<file path="config.mk">
export PLATFORM = sky130hd
export DESIGN_NAME = rd_fwft_stage_flat
export DESIGN_NICKNAME = d
export VERILOG_FILES = /design/src/rtl/async_fifo_pkg.sv /design/src/rtl/rd_fwft_stage_if.sv /design/src/rtl/rd_fwft_stage.sv /design/src/flat_wrapper.sv
export SDC_FILE = /design/constraint.sdc
export NUM_CORES = 1
export LEC_CHECK = 0
export ABC_AREA = 1
export BUFFER_PORTS_ARGS = -buffer_cell sky130_fd_sc_hd__buf_2
export CORE_MARGIN = 5
export CORE_UTILIZATION = 47
export CTS_CLUSTER_SIZE = 20
export DETAILED_ROUTE_END_ITERATION = 6
export PLACE_DENSITY = 0.74
export SLEW_MARGIN = 10
export SYNTH_ARGS = -nofsm -noshare
export SYNTH_HDL_FRONTEND = slang
export SYNTH_SLANG_ARGS = --single-unit
</file>
<file path="constraint.sdc">
create_clock -name rclk -period 1.5 [get_ports rclk]
set_input_delay 0.075 -clock rclk [delete_from_list [all_inputs] [get_ports rclk]]
set_output_delay 0.075 -clock rclk [all_outputs]
set_load 0.03 [all_outputs]
</file>
<file path="src/rtl/async_fifo_pkg.sv">
// async_fifo_pkg: shared constants and types for the async FIFO read-side output stage
package async_fifo_pkg;
    localparam int RD_BUF_DEPTH = 2;
    typedef logic [1:0] rd_occ_t;
endpackage

</file>
<file path="src/rtl/rd_fwft_stage_if.sv">
// rd_fwft_stage_if: pop-side and stream-side signals of the read output stage
interface rd_fwft_stage_if #(parameter int DATA_WIDTH = 8);
    import async_fifo_pkg::*;
    logic                  rempty;
    logic                  rinc;
    logic [DATA_WIDTH-1:0] mem_rdata;
    logic [DATA_WIDTH-1:0] rdata;
    logic                  rvalid;
    logic                  rready;
    rd_occ_t               occupancy;
    modport master (input rempty, input mem_rdata, input rready, output rinc, output rdata, output rvalid, output occupancy);
    modport slave (output rempty, output mem_rdata, output rready, input rinc, input rdata, input rvalid, input occupancy);
endinterface

</file>
<file path="src/rtl/rd_fwft_stage.sv">
// rd_fwft_stage: turns rinc/rempty pops with 1-cycle memory latency into a FWFT valid/ready stream
module rd_fwft_stage
    import async_fifo_pkg::*;
#(
    parameter int DATA_WIDTH = 8
) (
    input logic             rclk,
    input logic             rrst_n,
    rd_fwft_stage_if.master bus
);
    typedef logic [DATA_WIDTH-1:0] word_t;
    word_t   r_buf [RD_BUF_DEPTH];
    logic    r_head;
    rd_occ_t r_occ;
    logic    r_pend;
    logic       w_fire;
    logic [2:0] w_free;
    logic       w_wr_idx;
    assign w_fire   = bus.rvalid & bus.rready;
    assign w_free   = 3'd2 - {1'b0, r_occ} - {2'b0, r_pend} + {2'b0, w_fire};
    // The slot after the last held word is head+occ; when the head leaves in the same
    // cycle the surviving word moves to the head and the new word still lands behind it.
    assign w_wr_idx = r_head ^ r_occ[0];
    assign bus.rinc      = ~bus.rempty & (w_free != 3'd0);
    assign bus.rvalid    = r_occ != 2'd0;
    assign bus.rdata     = r_buf[r_head];
    assign bus.occupancy = r_occ;
    // Capture the word popped last cycle, retire the head on a handshake, track fill level.
    always_ff @(posedge rclk or negedge rrst_n) begin
        if (!rrst_n) begin
            for (int i = 0; i < RD_BUF_DEPTH; i++) r_buf[i] <= '0;
            r_head <= 1'b0;
            r_occ  <= '0;
            r_pend <= 1'b0;
        end else begin
            if (r_pend) r_buf[w_wr_idx] <= bus.mem_rdata;
            r_head <= r_head ^ w_fire;
            r_occ  <= r_occ + {1'b0, r_pend} - {1'b0, w_fire};
            r_pend <= bus.rinc;
        end
    end
    // Buffered plus in-flight words can never exceed the two buffer slots.
    assert property (@(posedge rclk) disable iff (!rrst_n) (3'(r_occ) + 3'(r_pend)) <= 3'd2);
endmodule

</file>
<file path="src/flat_wrapper.sv">
// flat-port wrapper written by rule: the top's interface ports become plain ports
module rd_fwft_stage_flat import async_fifo_pkg::*;
#(
    parameter int DATA_WIDTH = 8
)
  (rclk, rrst_n, bus_rempty, bus_mem_rdata, bus_rready, bus_rinc, bus_rdata, bus_rvalid, bus_occupancy);
  rd_fwft_stage_if #(.DATA_WIDTH(DATA_WIDTH)) bus_i ();
  input logic rclk;
  input logic rrst_n;
  input wire logic [$bits(bus_i.rempty)-1:0] bus_rempty;
  input wire logic [$bits(bus_i.mem_rdata)-1:0] bus_mem_rdata;
  input wire logic [$bits(bus_i.rready)-1:0] bus_rready;
  output wire logic [$bits(bus_i.rinc)-1:0] bus_rinc;
  output wire logic [$bits(bus_i.rdata)-1:0] bus_rdata;
  output wire logic [$bits(bus_i.rvalid)-1:0] bus_rvalid;
  output wire logic [$bits(bus_i.occupancy)-1:0] bus_occupancy;
  assign bus_i.rempty = bus_rempty;
  assign bus_i.mem_rdata = bus_mem_rdata;
  assign bus_i.rready = bus_rready;
  assign bus_rinc = bus_i.rinc;
  assign bus_rdata = bus_i.rdata;
  assign bus_rvalid = bus_i.rvalid;
  assign bus_occupancy = bus_i.occupancy;
  rd_fwft_stage #(.DATA_WIDTH(DATA_WIDTH)) u_core (.rclk(rclk), .rrst_n(rrst_n), .bus(bus_i));
endmodule
</file>
Yosys cells after proc, flatten, opt, wreduce, memory -nomap -nowiden
Index checks and enable logic that the tools add are counted.

cells by class
  bitwise gates (word level) = 7
  magnitude comparators = 3
  reductions and logical operators = 3
  muxes and demuxes = 6
  $add $sub $neg = 5

operators with widths
  kind                 number
  $mux 8               4
  $bwmux 16            1
  $demux 8 s1          1
  $ge 2x2->1 const B   2
  $not 1->2            2
  $add 3x1->3          1
  $reduce_bool 3->1    1
  $sub 2x2->3 const A  1
  $sub 3x1->3          1
  $add 2x1->2          1
  $and 1x1->1          2
  $lt 2x1->1 const B   1
  $reduce_bool 2->1    1
  $sub 2x1->2          1
  $xor 1x1->1          2
  $logic_and 1x1->1    1
  $not 1->1            1

word-level totals
  word-level logic and storage cells = 29
  register bits = 20
  input port bits = 12
  output and inout port bits = 12

Longest topological paths before layout
Gate-level depths: netlist of run 1.

  word-level depth = 7
  depth in mapped cells = 9
  depth with buffers taken out = 7

Least setup slack after synthesis of run 1
No wires, ideal clock.

  path type = reg-to-reg
  start point = register u_core.r_occ[0] (netlist: u_core.bus.occupancy[0])
  end point = register u_core.r_pend
  path slack = -0.399 ns
  arrival time = 1.780 ns
  cell stages (with the launch flop) = 8
  data required time = 1.381 ns
  setup time = 0.119 ns
  path buffers = 0
  path through = dfrtp_1 o21a_1 fa_1 inv_1 ha_1 nand2_1 o21bai_1 inv_1

on the way
  word-level cells in the longest chain between the ends = 5
  elaborated cells on any way between the ends = 7

RTL lines
  what                                                     RTL line                                  RTL
  start, declared                                          rd_fwft_stage.sv:14                       rd_occ_t r_occ;
  start signal, assigned                                   rd_fwft_stage.sv:38                       r_occ <= r_occ + {1'b0, r_pend} - {1'b0, w_fire};
  $sub 2x2->3 / $reduce_bool 2->1 (equally long branches)  rd_fwft_stage.sv:20, rd_fwft_stage.sv:25
  $sub 3x1->3 / $and 1x1->1 (equally long branches)        rd_fwft_stage.sv:20, rd_fwft_stage.sv:19
  $add 3x1->3 *                                            rd_fwft_stage.sv:20                       assign w_free = 3'd2 - {1'b0, r_occ} - {2'b0, r_pend} + {2'b0, w_fire};
  $reduce_bool 3->1 *                                      rd_fwft_stage.sv:24                       assign bus.rinc = ~bus.rempty & (w_free != 3'd0);
  $and 1x1->1 *                                            rd_fwft_stage.sv:24
  net bus_rinc                                             flat_wrapper.sv:13                        output wire logic [$bits(bus_i.rinc)-1:0] bus_rinc;
  end signal, assigned                                     rd_fwft_stage.sv:39                       r_pend <= bus.rinc;
  end, declared                                            rd_fwft_stage.sv:15                       logic r_pend;

The timed path passes the listed nets; every way through them passes the cells marked *.
A chain may end at the register's enable or synchronous reset.

Final worst setup path of run 1
  start point = register u_core.r_occ[0] (netlist: u_core.bus.occupancy[0])
  end point = output port bus_rinc

on the way
  word-level cells in the longest chain between the ends = 5
  elaborated cells on any way between the ends = 7

RTL lines
  what                                                     RTL line
  $sub 2x2->3 / $reduce_bool 2->1 (equally long branches)  rd_fwft_stage.sv:20, rd_fwft_stage.sv:25
  $sub 3x1->3 / $and 1x1->1 (equally long branches)        rd_fwft_stage.sv:20, rd_fwft_stage.sv:19
  $add 3x1->3 *                                            rd_fwft_stage.sv:20
  $reduce_bool 3->1 *                                      rd_fwft_stage.sv:24
  $and 1x1->1 *                                            rd_fwft_stage.sv:24
  end, declared                                            flat_wrapper.sv:13

Mark *: on every way between the ends. The rest lies on a longest branch, timed or not.

==> results.md, run 1 <==
* Final setup violation count at 2
* Max Clk Rate at 515 MHz
* CTS tree: done
* First-pass DRT Iterations at 4
* Largest net degree at the start of global routing at 21
* Number of synthesized flops with an enable pin at 0
* Actual slew at the worst max-slew pin at 452 ps
* Sw frac at 0.508
* Tmin final at 1940 ps
* Avg Vias per Cell at 5.06
* Vias in the first global route at 926
* Total CTS buffers at 3
* Final Hold Vio Count at 0
* Mapped Area at 1080 sq um
* # port buffers at 23
* #FFs+latches synth at 20
* Core Box Area at 2190 sq um
* Syn avg cell area at 8.41 sq um
* Dpl cells at 182
* Nets at 177
* Sequential cell area fraction in the yosys report at 0.465
* Final Non-Filler Cells at 188
* Num rows at 17
* # IOs at 24
* DR WL/cell at 12.5 microns
* Crit Reg-Reg Startpoint: u_core.bus.occupancy[0]
* Setup slack, reg-to-reg at -140 ps
* Lkg Pwr at 0.741 nW
* Layout cells sized above 1 at 0.338
* # diodes at 0
* Vias at 951
* Clk slew on worst S/H paths at 110 ps
* Yosys top cell area share at 0.465
* Residual DRC at 0
* Number of DRC markers in iteration 0 at 33
* Failing checks: negative setup slack
* Worst setup margin at -441 ps
* Clk pwr share at 0.087
* Root buffer cell: clkbuf_4
* Crit. End Element: output pin
* Starting Density at 0.491
* Synth top cells by count: nand2_1, dfrtp_1, nand3_1, nand4_1, inv_1
* Async SR Flop Fraction at 1.00
* Yosys cell types at 20
* CP Launch Type: flop
* Int Pwr at 1.76 mW
* Min-Delay Startpoint: bus_mem_rdata[6]
* Tot Pwr at 3.59 mW
* Outcome: complete, but fails checks
* Max-Cap Viols at 0
* Sw Pwr at 1.82 mW
* Die Area at 3350 sq um
* Cell count after synthesis at 128
* DIE HEIGHT at 57.8 microns
* Pwr Density at 2650 nW/um^2
* Count leader, synth: nand2_1
* Worst clock skew at 3.60 ps
* Synthesized Nets at 144
* Setup repair after global routing missed its margin: true
* Synth area leaders: dfrtp_1, nand2_1, nand4_1
* Post-DRT Antenna Nets at 0
* Final cycle utilization of the critical path at 1.29
* Comb pwr share at 0.649
* P&R area growth vs syn at 25.6%
* Initial antenna violation count at 0
* Global-route wire length before repair at 3.97 mm
* RePlAce Congestion at 0.759
* Worst skew pair latency at 300 ps
* Critical Path RT at 1420 ps
* HPWL after detailed placement at 1.65 mm
* Setup TNS at -584 ps
* Slew Limit Fails at 0
* Crit path DAT at 1870 ps
* Area leader, netlist: dfrtp_1
* WL final at 2.36 mm
* Util after Layout at 0.617
* Clk buf depth at 2
* Synth warnings at 0
* CP Class: flop to output pin
* Hold Crit Class: input pin to flop
* Remaining Overflow, GRT at 0
* Crit path from: u_core.bus.occupancy[0]
* Flop pwr share at 0.264
* Slew HR at 0.699
* Peak supply drop at 1.97 mV
* CP max FO at 3
* H-tree level count at 1
* Die Wd at 57.8 microns
* Sink Count at 20
* Most used DFF post-synth: dfrtp_1
* GRT Resource Usage Total at 0.152
## sequential cells by signal, indices dropped and copies added, names as in the netlist
name / cells
u_core.r_head: 1
u_core.r_buf: 16
u_core.bus.occupancy: 2
u_core.r_pend: 1
## metal layers
| metal | track usage | wire length (microns) | vias to the layer above | part of all wire |
|---|---|---|---|---|
| met4 | 0.0695 | 37 | 0 | 0.016 |
| met5 | 0 | 0 | - | 0 |
| met1 | 0.182 | 976 | 455 | 0.41 |
| met2 | 0.261 | 1230 | 19 | 0.52 |
| li1 | - | - | 472 | - |
| met3 | 0.0312 | 111 | 5 | 0.047 |
## through the flow
stage	worst slack, ps	instance area, sq um	hold WS (ps)
finish	-441	1350	17.6
global route	-563	1350	10.7
CTS	-441	1310	10.2
detailed placement	-152	1260	47.1
global placement	-98.6	1260	48.0
floorplan	-174	1090	-221
## logic make-up after synthesis
family | count (synthesis) | share of synthesized area
AND/OR/NAND/NOR | 88 | 0.397
flip-flops | 20 | 0.465
buffers and inverters | 12 | 0.0546
adder cells (fa/ha/maj) | 4 | 0.0535
AO/OA/AOI/OAI | 2 | 0.0140
XOR/XNOR | 2 | 0.0163
## placed cells by master, fill, tap and decap left out
master / synthesis / layout
inv_1: 6 / 3
fa_2: 0 / 1
or2_1: 1 / 1
o21a_1: 1 / 1
buf_2: 3 / 22
ha_2: 0 / 1
nand3_4: 2 / 2
clkbuf_4: 0 / 3
nand2_4: 2 / 2
clkbuf_8: 0 / 1
dfrtp_1: 20 / 18
nand2_8: 1 / 1
buf_6: 1 / 2
nand3_1: 8 / 8
nand2_1: 64 / 63
dfrtp_2: 0 / 2
nand4_1: 8 / 8
nand2_2: 2 / 3
xor2_1: 1 / 1
o21bai_1: 1 / 1
inv_4: 1 / 1
xnor2_1: 1 / 1
ha_4: 0 / 2
buf_4: 0 / 7
dlygate4sd3_1: 0 / 1
inv_2: 1 / 4
## power groups by stage
stage / logic (mW) / clock network (mW) / registers (mW)
floorplan: 1.55 / 0 / 1.04
global placement: 2.13 / 0 / 0.943
detailed placement: 2.19 / 0 / 0.957
CTS: 2.22 / 0.323 / 0.944
global route: 2.56 / 0.351 / 0.977
finish: 2.33 / 0.310 / 0.948
## timing repair
item | in CTS | in global routing
setup buffers | 0 | 2
hold buffers | 1 | 0
pin swaps | 0 | 2
gates cloned | 0 | 0
resized for setup | 2 | 7
endpoints found under the hold margin | 20 | 0
endpoints found under the setup margin | 1 | 3
## worst max-delay path: stages, from the launching register on
cell	delay, ps
dfrtp_2	430
o21a_1	220
fa_2	340
inv_2	70
ha_4	190
nand2_2	60
o21bai_1	70
inv_2	70
buf_6	120
## path summary, 6_finish.rpt
kind	endpoint	depth (start not counted)
worst max-delay path	bus_rinc	8
worst min-delay path	u_core.r_buf[14]	3
worst max register to register	u_core.r_pend	8
worst min register to register	u_core.r_buf[15]	2
max in group asynchronous	u_core.bus.occupancy[0]	2
min in group asynchronous	u_core.r_buf[11]	2
## final cells by class
type | count | area, sq um
clock buffer | 4 | 36.3
tap | 28 | 35.0
multi-input combinational | 96 | 549
fill | 204 | 840
inverter | 8 | 32.5
timing repair buffer | 32 | 195
sequential | 20 | 503
No activity file was read; power rests on OpenSTA's default activity.
==> run 2, diff against run 1 <==
--- a/config.mk
+++ b/config.mk
@@ -8,10 +8,10 @@
 export ABC_AREA = 1
 export BUFFER_PORTS_ARGS = -buffer_cell sky130_fd_sc_hd__buf_2
 export CORE_MARGIN = 5
-export CORE_UTILIZATION = 47
+export CORE_UTILIZATION = 52
 export CTS_CLUSTER_SIZE = 20
 export DETAILED_ROUTE_END_ITERATION = 6
-export PLACE_DENSITY = 0.74
+export PLACE_DENSITY = 0.82
 export SLEW_MARGIN = 10
 export SYNTH_ARGS = -nofsm -noshare
 export SYNTH_HDL_FRONTEND = slang
==> constraint.sdc (replaced) <==
create_clock -name rclk -period 1.8 [get_ports rclk]
set_input_delay 0.09 -clock rclk [delete_from_list [all_inputs] [get_ports rclk]]
set_output_delay 0.09 -clock rclk [all_outputs]
set_load 0.03 [all_outputs]
==> results.md, run 2 (synthesis results as in run 1) <==
* Critical Path Max Stage Delay at 450 ps
* Largest register FFs at 16
* Hold Path Cell Cnt at 3
* P&R area growth vs syn at 24.7%
* Avg Vias per Cell at 5.12
* M1 wire length at 1.08 mm
* RR Endpoint: u_core.r_pend
* Hold Crit Class: input pin to flop
* Root buffer cell: clkbuf_4
* # diodes at 0
* Crit. End Element: output pin
* Clk slew on worst S/H paths at 120 ps
* CP most frequent cell: inv_2
* H-tree level count at 1
* Sink Count at 20
* Cell chain of the critical path: o21a_1 > fa_2 > inv_2 > ha_4 > nand2_1 > o21bai_1 > inv_2 > buf_6
* Worst R2R Path Depth at 9
* CP delay by family, top: adder cells
* Failing checks: negative setup slack
* CP Depth at 8
* Worst skew pair latency at 300 ps
* CP Buf/Inv Count at 3
* Outcome: complete, but fails checks
* CP Class: flop to output pin
* Slew Limit Fails at 0
* Number of DRC markers in iteration 0 at 30
* Final Hold Vio Count at 0
* Peak supply drop at 1.39 mV
* Clk buf depth at 2
* Final cycle utilization of the critical path at 1.10
* HPWL after detailed placement at 1.64 mm
* Residual DRC at 0
* Met2 wire length at 1.23 mm
* Crit Reg-Reg Startpoint: u_core.bus.occupancy[0]
* Die Area at 3080 sq um
* Final setup violation count at 1
* # IOs at 24
* Worst Setup EP: bus_rinc
* Max-Cap Viols at 0
* Core Box Area at 1960 sq um
* Num rows at 16
* CTS tree: done
* Vias at 968
* WL final at 2.48 mm
* Pwr Density at 2260 nW/um^2
* Worst clock skew at 5.47 ps
* Crit path from: u_core.bus.occupancy[0]
* # port buffers at 23
* Post-DRT Antenna Nets at 0
* Critical Path RT at 1710 ps
* Global-route wire length before repair at 4.42 mm
* Most frequent cells in the layout: nand2_1, buf_2, dfrtp_1
* Tmin final at 1980 ps
* Die Wd at 55.5 microns
* Total CTS buffers at 3
* Actual slew at the worst max-slew pin at 451 ps
* Nets at 179
* DR WL met3 at 131 microns
* Min Hold Slack at 31.4 ps
* Vias in the first global route at 966
* Final Non-Filler Cells at 189
* Starting Density at 0.548
* Most common library cell in the layout ignoring fill and taps: nand2_1
* Lkg Pwr at 0.749 nW
* Largest net degree at the start of global routing at 21
* Slew HR at 0.699
* Crit path DAT at 1890 ps
* Setup repair after global routing missed its margin: true
* Initial antenna violation count at 0
* DIE HEIGHT at 55.5 microns
* GRT Resource Usage Total at 0.179
* Post-place setup slack at 29.4 ps
* Setup TNS at -176 ps
* Setup slack, reg-to-reg at 20 ps
* Dpl cells at 178
* Crit path max-delay cell type: dfrtp_2
* Max Clk Rate at 506 MHz
* First-pass DRT Iterations at 4
* Worst setup margin at -176 ps
* Largest Register: u_core.r_buf
* Remaining Overflow, GRT at 0
* RePlAce Congestion at 0.785
* CP max FO at 4
* DR WL/cell at 13.1 microns
* CP Launch Type: flop
* DR top layer: met4
* Layout cells sized above 1 at 0.315
-- run 2: cell types whose count changed in the layout (fill, tap and decap cells not counted) --
cell,change
buf_4,+2
ha_1,+2
clkbuf_1,+1
clkbuf_8,-1
dfrtp_1,+1
dfrtp_2,-1
ha_2,-1
ha_4,-1
inv_4,-1
inv_8,+1
nand2_1,+1
nand2_2,-1
-- run 2: tightest hold or removal path, stage by stage --
cell	delay, ps
buf_2	90
nand3_1	70
nand2_1	60
-- run 2: where the power goes --
part,internal [mW],total (mW),switching (mW)
sequential,0.674,0.818,0.143
combinational,0.705,1.98,1.28
clock,0.0863,0.227,0.140
-- run 2: worst min path at each step --
stage / from / endpoint / slack, ps
detailed placement: rrst_n / u_core.r_buf[5] / 60
CTS: bus_mem_rdata[4] / u_core.r_buf[12] / 20
global route: bus_mem_rdata[0] / u_core.r_buf[8] / 20
finish: bus_mem_rdata[4] / u_core.r_buf[12] / 30
floorplan: rrst_n / u_core.bus.occupancy[0] / -210
global placement: rrst_n / u_core.r_buf[10] / 60
-- run 2: metrics by stage --
stage | area [sq um] | total power, mW | utilization
6_report | 1340 | 3.03 | 0.684
3_5_place_dp | 1230 | 2.58 | 0.627
3_3_place_gp | 1230 | 2.51 | 0.627
5_1_grt | 1340 | 3.30 | 0.684
2_1_floorplan | 1080 | 2.13 | -
4_1_cts | 1320 | 2.95 | 0.673
-- run 2: layout make-up --
class	count	area [sq um]
sequential	20	502
inverter	8	37.5
tap	27	33.8
clock buffer	4	26.3
timing repair buffer	34	210
multi-input combinational	96	532
fill	180	621
-- run 2: per-layer routing --
metal | up-vias | track usage
met5 | - | 0
met4 | 0 | 0.0868
met3 | 8 | 0.0396
met2 | 29 | 0.294
met1 | 456 | 0.222
li1 | 475 | -
-- run 2: what timing repair did --
item                                   CTS  global route
gates resized for setup                  7             2
setup endpoints to repair                1             1
endpoints found under the hold margin   20             0
setup buffers                            4             2
hold buffers                             1             0
pin swaps                                1             4
